### config.mk
export PLATFORM = sky130hd
export DESIGN_NAME = led_fade_pwm_driver
export DESIGN_NICKNAME = d
export VERILOG_FILES = /design/src/rtl/led_fade_pwm_driver.sv
export SDC_FILE = /design/constraint.sdc
export NUM_CORES = 1
export LEC_CHECK = 0
export ABC_AREA = 1
export CAP_MARGIN = 20
export CELL_PAD_IN_SITES_DETAIL_PLACEMENT = 1
export CELL_PAD_IN_SITES_GLOBAL_PLACEMENT = 2
export CORE_MARGIN = 4
export CORE_UTILIZATION = 35
export DETAILED_ROUTE_END_ITERATION = 16
export HOLD_SLACK_MARGIN = 0.1
export PLACE_DENSITY = 0.8
export SLEW_MARGIN = 40
export SYNTH_ARGS = -nofsm -noshare
export SYNTH_HDL_FRONTEND = slang
export SYNTH_SLANG_ARGS = --single-unit
### constraint.sdc
create_clock -name clk -period 2.6 [get_ports clk]
set_input_delay 0.26 -clock clk [delete_from_list [all_inputs] [get_ports clk]]
set_output_delay 0.26 -clock clk [all_outputs]
set_load 0.02 [all_outputs]
### src/rtl/led_fade_pwm_driver.sv
// Two-channel active-low LED driver: 8-bit PWM with either instant on/off or
// a saturating brightness ramp paced by a free-running step prescaler.
module led_fade_pwm_driver #(
  parameter int unsigned STEP_CYCLES = 46875
) (
  input  logic clk,
  input  logic rst_n,
  input  logic blue_req,
  input  logic amber_req,
  input  logic fade_en,
  output logic led_blue_n,
  output logic led_amber_n,
  output logic fade_busy
);

  typedef enum logic [1:0] {OFF, RISE, ON, FALL} fade_state_t;

  localparam logic [23:0] STEP_LAST = 24'(STEP_CYCLES - 1);

  logic [23:0]  presc;
  logic         step;
  logic [7:0]   pwm_cnt;
  logic [1:0]   req;
  logic [1:0]   lit;
  logic [7:0]   level     [2];
  logic [7:0]   level_nxt [2];
  fade_state_t  state     [2];
  fade_state_t  state_nxt [2];

  function automatic logic [7:0] sat_step(input logic [7:0] lvl, input fade_state_t st);
    logic [7:0] res;
    res = lvl;
    if (st == RISE && lvl != 8'hFF) res = lvl + 8'd1;
    if (st == FALL && lvl != 8'h00) res = lvl - 8'd1;
    return res;
  endfunction

  assign step = (presc == STEP_LAST);
  assign req  = {amber_req, blue_req};

  // The ON/OFF decision looks at the level this edge will commit, so the
  // terminal state is entered in the same cycle the level saturates.
  always_comb begin
    for (int i = 0; i < 2; i++) begin
      level_nxt[i] = level[i];
      state_nxt[i] = state[i];
      lit[i]       = (level[i] == 8'hFF) || (pwm_cnt < level[i]);
      if (!fade_en) begin
        level_nxt[i] = req[i] ? 8'hFF : 8'h00;
        state_nxt[i] = req[i] ? ON : OFF;
      end else begin
        if (step) level_nxt[i] = sat_step(level[i], state[i]);
        unique case (state[i])
          OFF:  state_nxt[i] = req[i] ? RISE : OFF;
          RISE: state_nxt[i] = !req[i] ? FALL : ((level_nxt[i] == 8'hFF) ? ON : RISE);
          ON:   state_nxt[i] = req[i] ? ON : FALL;
          FALL: state_nxt[i] = req[i] ? RISE : ((level_nxt[i] == 8'h00) ? OFF : FALL);
        endcase
      end
    end
  end

  // Register stage: prescaler, PWM counter, channel state and pin outputs.
  always_ff @(posedge clk) begin
    if (!rst_n) begin
      presc       <= '0;
      pwm_cnt     <= '0;
      for (int i = 0; i < 2; i++) begin
        level[i] <= '0;
        state[i] <= OFF;
      end
      led_blue_n  <= 1'b1;
      led_amber_n <= 1'b1;
      fade_busy   <= 1'b0;
    end else begin
      presc       <= step ? 24'd0 : presc + 24'd1;
      pwm_cnt     <= pwm_cnt + 8'd1;
      for (int i = 0; i < 2; i++) begin
        level[i] <= level_nxt[i];
        state[i] <= state_nxt[i];
      end
      led_blue_n  <= ~lit[0];
      led_amber_n <= ~lit[1];
      fade_busy   <= (state[0] == RISE) || (state[0] == FALL) ||
                     (state[1] == RISE) || (state[1] == FALL);
    end
  end

endmodule

======== Yosys cells after proc, flatten, opt, wreduce, memory -nomap -nowiden ========
Memories as Yosys holds them, arrays and structs flattened.
Cells that the tools add are included.
operators by class
  reduce and logical (&&, ||, !) cells .... 16
  bitwise logic cells ..................... 7
  magnitude comparators ................... 2
  equal/unequal tests ..................... 13
  $add $sub $neg .......................... 6
  multiplexer cells ....................... 36
operator list
  cell                                                                number
  8-bit two-way mux                                                   14
  8-bit == test, second input constant                                4
  2-bit two-way mux                                                   14
  24-bit by 1-bit adder with 24-bit output, second input constant     1
  8-bit by 1-bit adder with 8-bit output, second input constant       3
  24-bit by 16-bit == test with 1-bit output, second input constant   1
  8-bit logical NOT                                                   2
  8-bit less-than comparator                                          2
  8-bit inequality test, second input constant                        2
  2-bit case mux with 4 select lines                                  2
  8-bit nonzero test                                                  2
  8-bit by 1-bit subtractor with 8-bit output, second input constant  2
  2-bit == test, second input constant                                4
  1-bit two-way mux                                                   6
  1-bit logical OR                                                    5
  2-bit by 1-bit == test with 1-bit output, second input constant     2
  1-bit logical AND                                                   4
  2-bit logical NOT                                                   2
  1-bit OR                                                            4
  1-bit inverter                                                      3
  2-bit OR reduction                                                  1
word-level totals
  input port bits ......................... 5
  register bits ........................... 35
  memories kept ........................... 2
  output and inout port bits .............. 3
  bits in writable memories ............... 20
memories
  memory  depth  width  read ports  clocked after memory_dff  write ports  RTL line  text
  level   2      8      2           0                         2            25        logic [7:0] level [2];
  state   2      2      2           0                         2            27        fade_state_t state [2];

======== Longest topological paths before layout ========
Gate-level depths: netlist (run 1).
  depth in word-level cells ............... 12
  gate-level depth with buffers ........... 20
  depth with buffers taken out ............ 20

======== Least setup slack after synthesis (run 1) ========
Ideal clock, no wire load.
  kind .................................... register -> register
  from .................................... memory level[0][0]
  to ...................................... memory state[0][0] (netlist bit)
  slack ................................... 732 ps
  data arrival time ....................... 1,744 ps
  data required time ...................... 2,476 ps
  stages on the path, launching flop included .. 14
  path through ............................ dfxtp_1 > inv_1 > ha_1 > nand3_1 > inv_1 > nand2_2 > nand2_2 > or2_2 > nand4_1 > nand3_1 > nor2_1 > nand3_1 > o21ai_0 > a21oi_1
RTL lines
  item             RTL line
  start, declared  25
  end, declared    27

==> results of run 1 <==
worst max-delay path: stages (launching register included):
cell and delay [ns]:
dfxtp_1 0.33, inv_1 0.17, ha_1 0.19, nand3_1 0.07, inv_1 0.08, nand2_2 0.08
nand2_2 0.20, inv_2 0.09, o21ai_0 0.12, nand2_1 0.13, a21boi_1 0.19, nand2_1 0.08
nor2_1 0.09, nand2_1 0.08, a21oi_1 0.12, nand2_1 0.07, nand2_1 0.06, nand2_1 0.04
cells in the mapped netlist (2+ instances only):
cell type  count
a21boi_0       3
a21oi_1       29
clkbuf_1       4
dfxtp_1       55
ha_1          23
inv_1         72
inv_2         11
nand2_1      178
nand2_2       13
nand3_1       53
nand3_2        3
nand4_1       23
nor2_1        72
nor2_2        11
nor2_4         3
nor3_1        18
nor3_2         2
nor3b_1        2
o211ai_1       2
o21ai_0       25
o31ai_1        2
or2_2          5
xnor2_1        2
xor2_1        10
per-layer routing:
| layer | routed length, um | up-vias |
|---|---|---|
| met5 | 0 | - |
| met3 | 212 | 10 |
| met1 | 6490 | 1964 |
| li1 | - | 2091 |
| met4 | 224 | 0 |
| met2 | 5450 | 20 |
how the worst max path moves through the flow:
stage | start | to | cells past startpoint
finish | level[0][1] | state[0][1] | 17
global route | level[0][1] | state[0][1] | 17
CTS | level[0][0] | state[0][1] | 16
detailed placement | level[0][0] | state[0][1] | 16
global placement | level[0][8] | state[0][3] | 17
floorplan | level[0][0] | state[0][0] | 13
per-stage QoR:
step	power (mW)	area, sq um	utilization	setup slack, ns	hold WS (ns)
floorplan	1.14	4050	-	0.732	0.415
global placement	1.23	4280	0.376	0.224	0.449
detailed placement	1.24	4280	0.376	0.240	0.459
CTS	1.99	4430	0.390	0.228	0.478
global route	2.06	4440	0.390	0.00499	0.540
finish	1.96	4440	0.390	0.289	0.480
kinds of logic (layout without fill, tap and decap cells):
group | Yosys count | in the layout | synth area share
xor+xnor | 12 | 12 | 0.0259
buf+inv | 94 | 105 | 0.0948
flops | 55 | 55 | 0.272
compound gates | 66 | 66 | 0.0893
fa+ha+maj | 23 | 23 | 0.0711
simple gates | 390 | 390 | 0.447
sequential cells by signal (all words and copies together), names as in the netlist:
name,flops
presc,24
led_amber_n,1
state,4
pwm_cnt,8
level,16
fade_busy,1
led_blue_n,1
layout make-up:
type / count / area, sq um / area share
inverters: 86 / 330 / 0.0744
flip-flops and latches: 55 / 1100 / 0.248
multi-input cells: 491 / 2570 / 0.579
repair buffers: 11 / 100 / 0.0226
well taps: 143 / 179 / 0.0403
clock buffers: 6 / 139 / 0.0313
clock inverters: 2 / 16.3 / 0.00367
timing repair:
action                     CTS  global route
buffers inserted             0             0
hold buffers                 0             0
gates resized for setup      0             4
setup endpoints to repair    0             4
hold endpoints to repair     0             0
cell usage in the layout, fill, tap and decap left out, types with 3 or more instances in the layout:
| cell | instances |
|---|---|
| a21oi_1 | 28 |
| inv_1 | 72 |
| dfxtp_1 | 54 |
| inv_2 | 11 |
| nor2_4 | 3 |
| xor2_1 | 10 |
| o21ai_0 | 24 |
| nand3_2 | 3 |
| or2_2 | 5 |
| clkdlybuf4s50_1 | 7 |
| clkbuf_16 | 5 |
| nand3_1 | 53 |
| a21boi_0 | 3 |
| nand4_1 | 23 |
| ha_1 | 23 |
| nor2_2 | 11 |
| nor3_1 | 18 |
| nor2_1 | 72 |
| nand2_2 | 14 |
| buf_4 | 4 |
| nand2_1 | 177 |
power groups by stage:
stage	clock network [mW]	registers [mW]	logic (mW)
floorplan	0	0.927	0.210
global placement	0	0.936	0.292
detailed placement	0	0.937	0.301
CTS	0.775	0.917	0.303
global route	0.791	0.923	0.348
finish	0.740	0.917	0.301
==> results.md, run 1 <==
* Largest cells by area after synthesis: dfxtp_1 (27%), nand2_1 (16%), ha_1 (7.1%)
* NetSw at 0.589 mW
* Final nets at 678
* Seq/Total Area, Yosys at 0.272
* Status: complete, no violations
* Fraction of layout cells with a size suffix above 1 at 0.109
* Root Buffer: clkbuf_16
* Max_cap viols at 0
* Synth Instances at 640
* Layout Cells excl Fill at 794
* DRC at 0
* Final setup vio count at 0
* Met1 Track Usage GR at 0.274
* Post-synth top flop: dfxtp_1
* Die Span Y at 116 um
* Final hold viol count at 0
* CP Launch Type: flip-flop
* Worst reg-to-reg path cell count at 17
* Library cells used by synthesis at 43
* Maximum fanout along the worst path at 10
* Synth warn at 0
* Vias after detailed routing at 4085
* Worst setup EP type: flip-flop
* RR Endpoint: state[0][1]
* GRT overflow at 0
* RSZ-0062 raised after global routing: no
* FF-to-FF Start: level[0][1]
* WS Path Type: reg2reg
* Hold path endpoint: pwm_cnt[0]
* Met3 usage at 0.0313
* Slew Viols, Final at 0
* Syn Std Cell Area at 0.00405 sq mm
* Worst rel slew slack at 0.736
* Share of the synthesized area in the top cell type at 0.272
* GR Util All Layers at 0.196
* First-pass GRT wire length at 20800 um
* # rows at 39
* Mean area per synthesized cell at 6.33 sq um
* Clk_skew at 0.00790 ns
* Power density over cell area at 441 mW/mm^2
* Hold_sp: pwm_cnt[0]
* Worst path arrival time at 2.51 ns
* H-tree depth at 2
* Dominant cell type by area after synthesis: dfxtp_1
* Reg power frac at 0.468
* Core box area at 0.0114 sq mm
* GPL Wtd Cong at 0.894
* Filler Cells Inserted at 1499
* Vias in the first global route at 4085
* Drt pass-1 iters at 4
* Yosys reg bits at 55
* Antenna cells at 0
* Die Wd at 116 um
* Clock transition at path regs at 0.08 ns
* Met2 GRT Util at 0.313
* Gate power share at 0.154
* Io pins at 8
* F_max at 433 MHz
* Leakage at 2.01 nW
* Die area at 0.0134 sq mm
* Initial core utilization at 0.356
* Hold Path Class: reg2reg
* CTS max path bufs at 2
* Clk pwr share at 0.378
* Worst skew pair latency at 0.31 ns
* Pin count of the biggest net entering global routing at 24
* Initial antenna violation count at 0
* Number of synthesized flops with an enable pin at 0
* Post-synth ARST share at 0
* Port Buffers at 7
* Clock sink total at 55
* DR WL/cell at 15.6 um
* Dpl hpwl at 9880 um
* IR drop worst, VDD at 0.267 mV
* Crit path time final at 2.31 ns
* Slew @ Worst Pin at 0.393 ns
* Final worst path period share at 0.889
* Critical Path RT at 2.80 ns
* Flop2flop setup slack at 0.29 ns
* Pint at 1.37 mW
* Post-route ant nets at 0
* Avg Vias per Cell at 5.14
* GRT busiest layer: met2
* Layout area overhead at 9.58%
* DP Cell Count at 786
* TNS Setup at 0 ns
* CTS tree: done
* Final WL at 12400 um
* Hold path depth at 1
* Synthesized net count at 668
* CTS Buf Count at 5
* First DRT Iteration DRCs at 173
* Sw Ratio at 0.301
(Power assumes the default switching activity.)
==> run 2, diff against run 1 <==
CORE_UTILIZATION = 36   (was 35)
DONT_BUFFER_PORTS = 1   (was default)
==> run 2 against run 1 <==
  * Clock power decreased by 4.2%
  * Combinational power decreased by 10%
  * First-iteration DRC count decreased by 6.4%
  * Highest routed layer unchanged
  * Critical path depth decreased by 4
  * Sequential power increased by 0.7%
  * Fmax increased by 1.8%
  * Utilization increased by 0.85 points
  * Die area decreased by 2.6%
  * Power decreased by 2.9%
  * Largest power group unchanged
  * Sequential cell count unchanged
  * Clock skew decreased by 0.0019 ns
==> results.md, run 2 (synthesized netlist as in run 1, its figures left out) <==
* Status: complete, no violations
* FF-to-FF Start: level[0][1]
* WS Path Type: reg2reg
* RR Endpoint: state[0][0]
* GPL Wtd Cong at 0.879
* Leakage at 1.98 nW
* Layout Cells excl Fill at 784
* CTS max path bufs at 2
* Die Span Y at 114 um
* Hold Path Class: in2reg
* TNS Setup at 0 ns
* Hold path depth at 2
* Antenna cells at 0
* Clock transition at path regs at 0.08 ns
* Avg Vias per Cell at 5.13
* Initial antenna violation count at 0
* Critical Path RT at 2.79 ns
* Most common library cell in the layout ignoring fill and taps: nand2_1
* CP Launch Point: level[0][1]
* RSZ-0062 raised after global routing: no
* Worst setup EP type: flip-flop
* DR WL/cell at 15.4 um
* Worst rel slew slack at 0.687
* Slew Viols, Final at 0
* Hold_sp: rst_n
* CTS Buf Count at 5
* DRC at 0
* CP Launch Type: flip-flop
* Layout area overhead at 7.69%
* CTS tree: done
* Crit path time final at 2.27 ns
* First-pass GRT wire length at 21000 um
* Most frequent cells in the layout: nand2_1 (177), inv_1 (72), nor2_1 (72)
* Biggest regs: presc (24), level (16), pwm_cnt (8)
* First DRT Iteration DRCs at 162
* Worst reg-to-reg path cell count at 13
* Max_cap viols at 0
* Vias in the first global route at 4205
* Clk_skew at 0.00597 ns
* Flop2flop setup slack at 0.33 ns
* Clock sink total at 55
* H-tree depth at 2
* Core Util, Final at 0.399
* Final hold viol count at 0
* Biggest register: presc
* Drt pass-1 iters at 4
* Overall power at 1.90 mW
* Worst path arrival time at 2.46 ns
* Final worst path period share at 0.873
* Power density over cell area at 436 mW/mm^2
* Largest register FFs at 24
* GRT overflow at 0
* Core box area at 0.0109 sq mm
* GR Util All Layers at 0.200
* F_max at 441 MHz
* Initial core utilization at 0.370
* Dpl hpwl at 9610 um
* Die Wd at 114 um
* Pin count of the biggest net entering global routing at 24
* Final WL at 12100 um
* Maximum fanout along the worst path at 10
* Final nets at 671
* Hold path endpoint: pwm_cnt[3]
* Filler Cells Inserted at 1488
* Post-route ant nets at 0
* Final setup vio count at 0
* Fraction of layout cells with a size suffix above 1 at 0.107
* Root Buffer: clkbuf_16
* Worst skew pair latency at 0.31 ns
* Die area at 0.0130 sq mm
* Slew @ Worst Pin at 0.468 ns
* IR drop worst, VDD at 0.289 mV
* DP Cell Count at 775
* Vias after detailed routing at 4019
* # rows at 38
* Io pins at 8
* Port Buffers at 0
[run 2: worst max-delay path by stage]
stage | to | cells after the start
final | state[0][0] | 13
after global routing | state[0][3] | 18
after CTS | state[0][1] | 16
after detailed placement | state[0][1] | 16
after global placement | state[0][3] | 17
after floorplan | state[0][0] | 13
[run 2: area by class of cell]
cell class,instances,area (sq um),area share
clock buffer,6,129,0.0295
clock inverter,2,16.3,0.00373
inverter,86,330,0.0757
multi-input combinational,491,2580,0.591
sequential,55,1100,0.253
tap,140,175,0.0402
timing repair buffer,4,32.5,0.00746
[run 2: metrics by stage]
| stage | setup WS (ns) | instance area, sq um | hold slack, ns |
|---|---|---|---|
| detailed placement | 0.198 | 4190 | 0.338 |
| CTS | 0.188 | 4350 | 0.104 |
| global route | 0.0264 | 4360 | 0.111 |
| floorplan | 0.732 | 4050 | 0.415 |
| global placement | 0.227 | 4190 | 0.335 |
| finish | 0.330 | 4360 | 0.109 |
[run 2: worst max-delay path: stages, from the launching register on]
cell and delay (ns):
dfxtp_1 0.33, inv_1 0.16, ha_1 0.20, nand3_1 0.08, inv_1 0.08, nand2_2 0.09, nand2_4 0.15, inv_2 0.08
a21oi_1 0.31, a21oi_2 0.12, nor2_1 0.14, nand3_1 0.11, o21ai_0 0.21, a21oi_1 0.10
[run 2: what timing repair did]
item / 4_1_cts / 5_1_grt
endpoints found under the setup margin: 0 / 3
endpoints found under the hold margin: 7 / 0
setup buffers: 0 / 0
gates resized for setup: 0 / 4
hold buffers: 1 / 0
[run 2: layer usage]
layer,GRT usage,wire [um]
met4,0.0435,126
met2,0.322,5420
met5,0,0
met3,0.0322,245
met1,0.283,6310
[run 2: report_power, final]
group / switching (mW) / total (mW) / internal [mW]
combinational: 0.177 / 0.270 / 0.0925
clock: 0.346 / 0.709 / 0.363
sequential: 0.0489 / 0.923 / 0.875
==> run 3, diff against run 2 <==
CORE_ASPECT_RATIO = 1.4   (was default)
==> run 3 against run 2 <==
  * Design area hardly changed
  * Global-route usage is 0.12 points lower
  * Critical path depth is 5 higher
  * Die area is 0.19% higher
  * Fmax is 2.4% lower
  * Critical endpoint is now state[0][2]
==> results.md, run 3 (synthesized netlist as in run 1, its figures left out) <==
* Status: complete, no violations
* Fraction of layout cells with a size suffix above 1 at 0.109
* Most used cell, CP: nand2_1
* Vias in the first global route at 4159
* Slew @ Worst Pin at 0.486 ns
* Clk_skew at 0.00778 ns
* Most frequent cells in the layout: nand2_1 (178), inv_1 (72), nor2_1 (72)
* Vias after detailed routing at 4102
* GPL Wtd Cong at 0.911
* NetSw at 0.579 mW
* Leakage at 1.98 nW
* Hold_sp: amber_req
* Slowest CP cell: dfxtp_1
* Layout area overhead at 7.79%
* Clk pwr share at 0.370
* Clock sink total at 55
* Worst path arrival time at 2.52 ns
* TNS Setup at 0 ns
* Post-route ant nets at 0
* Reg power frac at 0.486
* Final setup vio count at 0
* Critical Path RT at 2.79 ns
* Core Util, Final at 0.400
* Pint at 1.33 mW
* Antenna cells at 0
* RSZ-0062 raised after global routing: no
* Die Span Y at 134 um
* GRT overflow at 0
* FF-to-FF Start: level[0][9]
* WS Path Type: reg2reg
* Worst skew pair latency at 0.30 ns
* Dpl hpwl at 10300 um
* CTS tree: done
* DRC at 0
* Biggest regs: presc (24), level (16), pwm_cnt (8)
* CP max stage delay at 0.45 ns
* CP Launch Type: flip-flop
* CTS Buf Count at 5
* Core box area at 0.0109 sq mm
* Multi-input gate area at 0.00256 sq mm
* Final nets at 672
* Port Buffers at 0
* Hold Path Class: in2reg
* Root Buffer: clkbuf_16
* Max_cap viols at 0
* Slew Viols, Final at 0
* Largest register FFs at 24
* GR Util All Layers at 0.199
* Final hold viol count at 0
* F_max at 430 MHz
* Biggest register: presc
* Clock transition at path regs at 0.08 ns
* Initial antenna violation count at 0
* Die area at 0.0130 sq mm
* Initial core utilization at 0.371
* CTS max path bufs at 2
* Final worst path period share at 0.894
* Avg Vias per Cell at 5.22
* Most common library cell in the layout ignoring fill and taps: nand2_1
* Worst rel slew slack at 0.675
* Cells along the critical path: ha_1 > nand2_1 > nor2_1 > nand2_1 > nand2_2 > inv_2 > nor2_4 > nor2_2 > nand2_1 > nand2_1 > nand2_2 > nand2_1 > nor2_2 > nand3_1 > nand2_1 > inv_1 > nor2_1 > nor2_1
* Gate power share at 0.144
* Power density over cell area at 437 mW/mm^2
* # rows at 45
* Placed cell area at 0.00420 sq mm
* First DRT Iteration DRCs at 126
* Final WL at 12600 um
* Maximum fanout along the worst path at 6
* Die Wd at 97.6 um
* CP Launch Point: level[0][9]
* Overall power at 1.91 mW
* Drt pass-1 iters at 5
* Crit path time final at 2.32 ns
* Final hold slack at 0.136 ns
* Io pins at 8
* DR WL/cell at 16.0 um
* IR drop worst, VDD at 0.263 mV
* Design area at 0.00437 sq mm
* Pin count of the biggest net entering global routing at 24
* FF/Latch Area at 0.00110 sq mm
* Filler Cells Inserted at 1494
* First-pass GRT wire length at 20800 um
* H-tree depth at 2
* Worst setup EP type: flip-flop
* Sw Ratio at 0.304
## run 3: cell count changes in the layout (fill, tap and decap cells not counted), sizes merged
cell and delta:
clkbuf -1, inv -1, clkinv +2, buf +1
## run 3: through the flow
| step | std cells | worst slack (ns) |
|---|---|---|
| global route | 786 | 0.00800 |
| global placement | 777 | 0.228 |
| detailed placement | 777 | 0.202 |
| CTS | 786 | 0.186 |
| floorplan | 640 | 0.732 |
| finish | 786 | 0.275 |
## run 3: what timing repair did
| item | CTS | global route |
|---|---|---|
| resized for setup | 0 | 2 |
| hold endpoints to repair | 8 | 0 |
| setup buffers | 0 | 0 |
| hold buffers | 1 | 0 |
| endpoints found under the setup margin | 0 | 2 |
## run 3: path summary, 6_finish.rpt
kind / slack, ns / cells past startpoint / to
worst min register to register: 0.47 / 1 / pwm_cnt[0]
worst min-delay path: 0.14 / 2 / state[0][2]
worst max-delay path: 0.28 / 18 / state[0][2]
worst max register to register: 0.28 / 18 / state[0][2]
## run 3: worst max-delay path, delay by kind of cell (launching register included)
family / cells / cell delay, ns
DFF: 1 / 0.45
and+or+nand+nor: 15 / 1.39
adders and majority gates: 1 / 0.25
buffers and inverters: 2 / 0.12
## run 3: power groups by stage
stage	registers (mW)	logic, mW	clock network (mW)
5_1_grt	0.932	0.320	0.761
3_3_place_gp	0.945	0.266	0
3_5_place_dp	0.946	0.273	0
2_1_floorplan	0.927	0.210	0
6_report	0.927	0.275	0.706
4_1_cts	0.927	0.278	0.738
## run 3: cell type report
| type | instances | share of cell area |
|---|---|---|
| clock buffers | 5 | 0.0287 |
| clock inverters | 3 | 0.00573 |
| inverters | 86 | 0.0757 |
| multi-input cells | 491 | 0.588 |
| flip-flops and latches | 55 | 0.253 |
| well taps | 141 | 0.0404 |
| repair buffers | 5 | 0.00917 |
## run 3: metal layers
metal  global-route usage  routed length, um  share of wire
met5                    0                  0              0
met1                0.216               5130           0.41
met2                0.388               6820           0.54
met4               0.0747                364          0.029
met3               0.0230                262          0.021
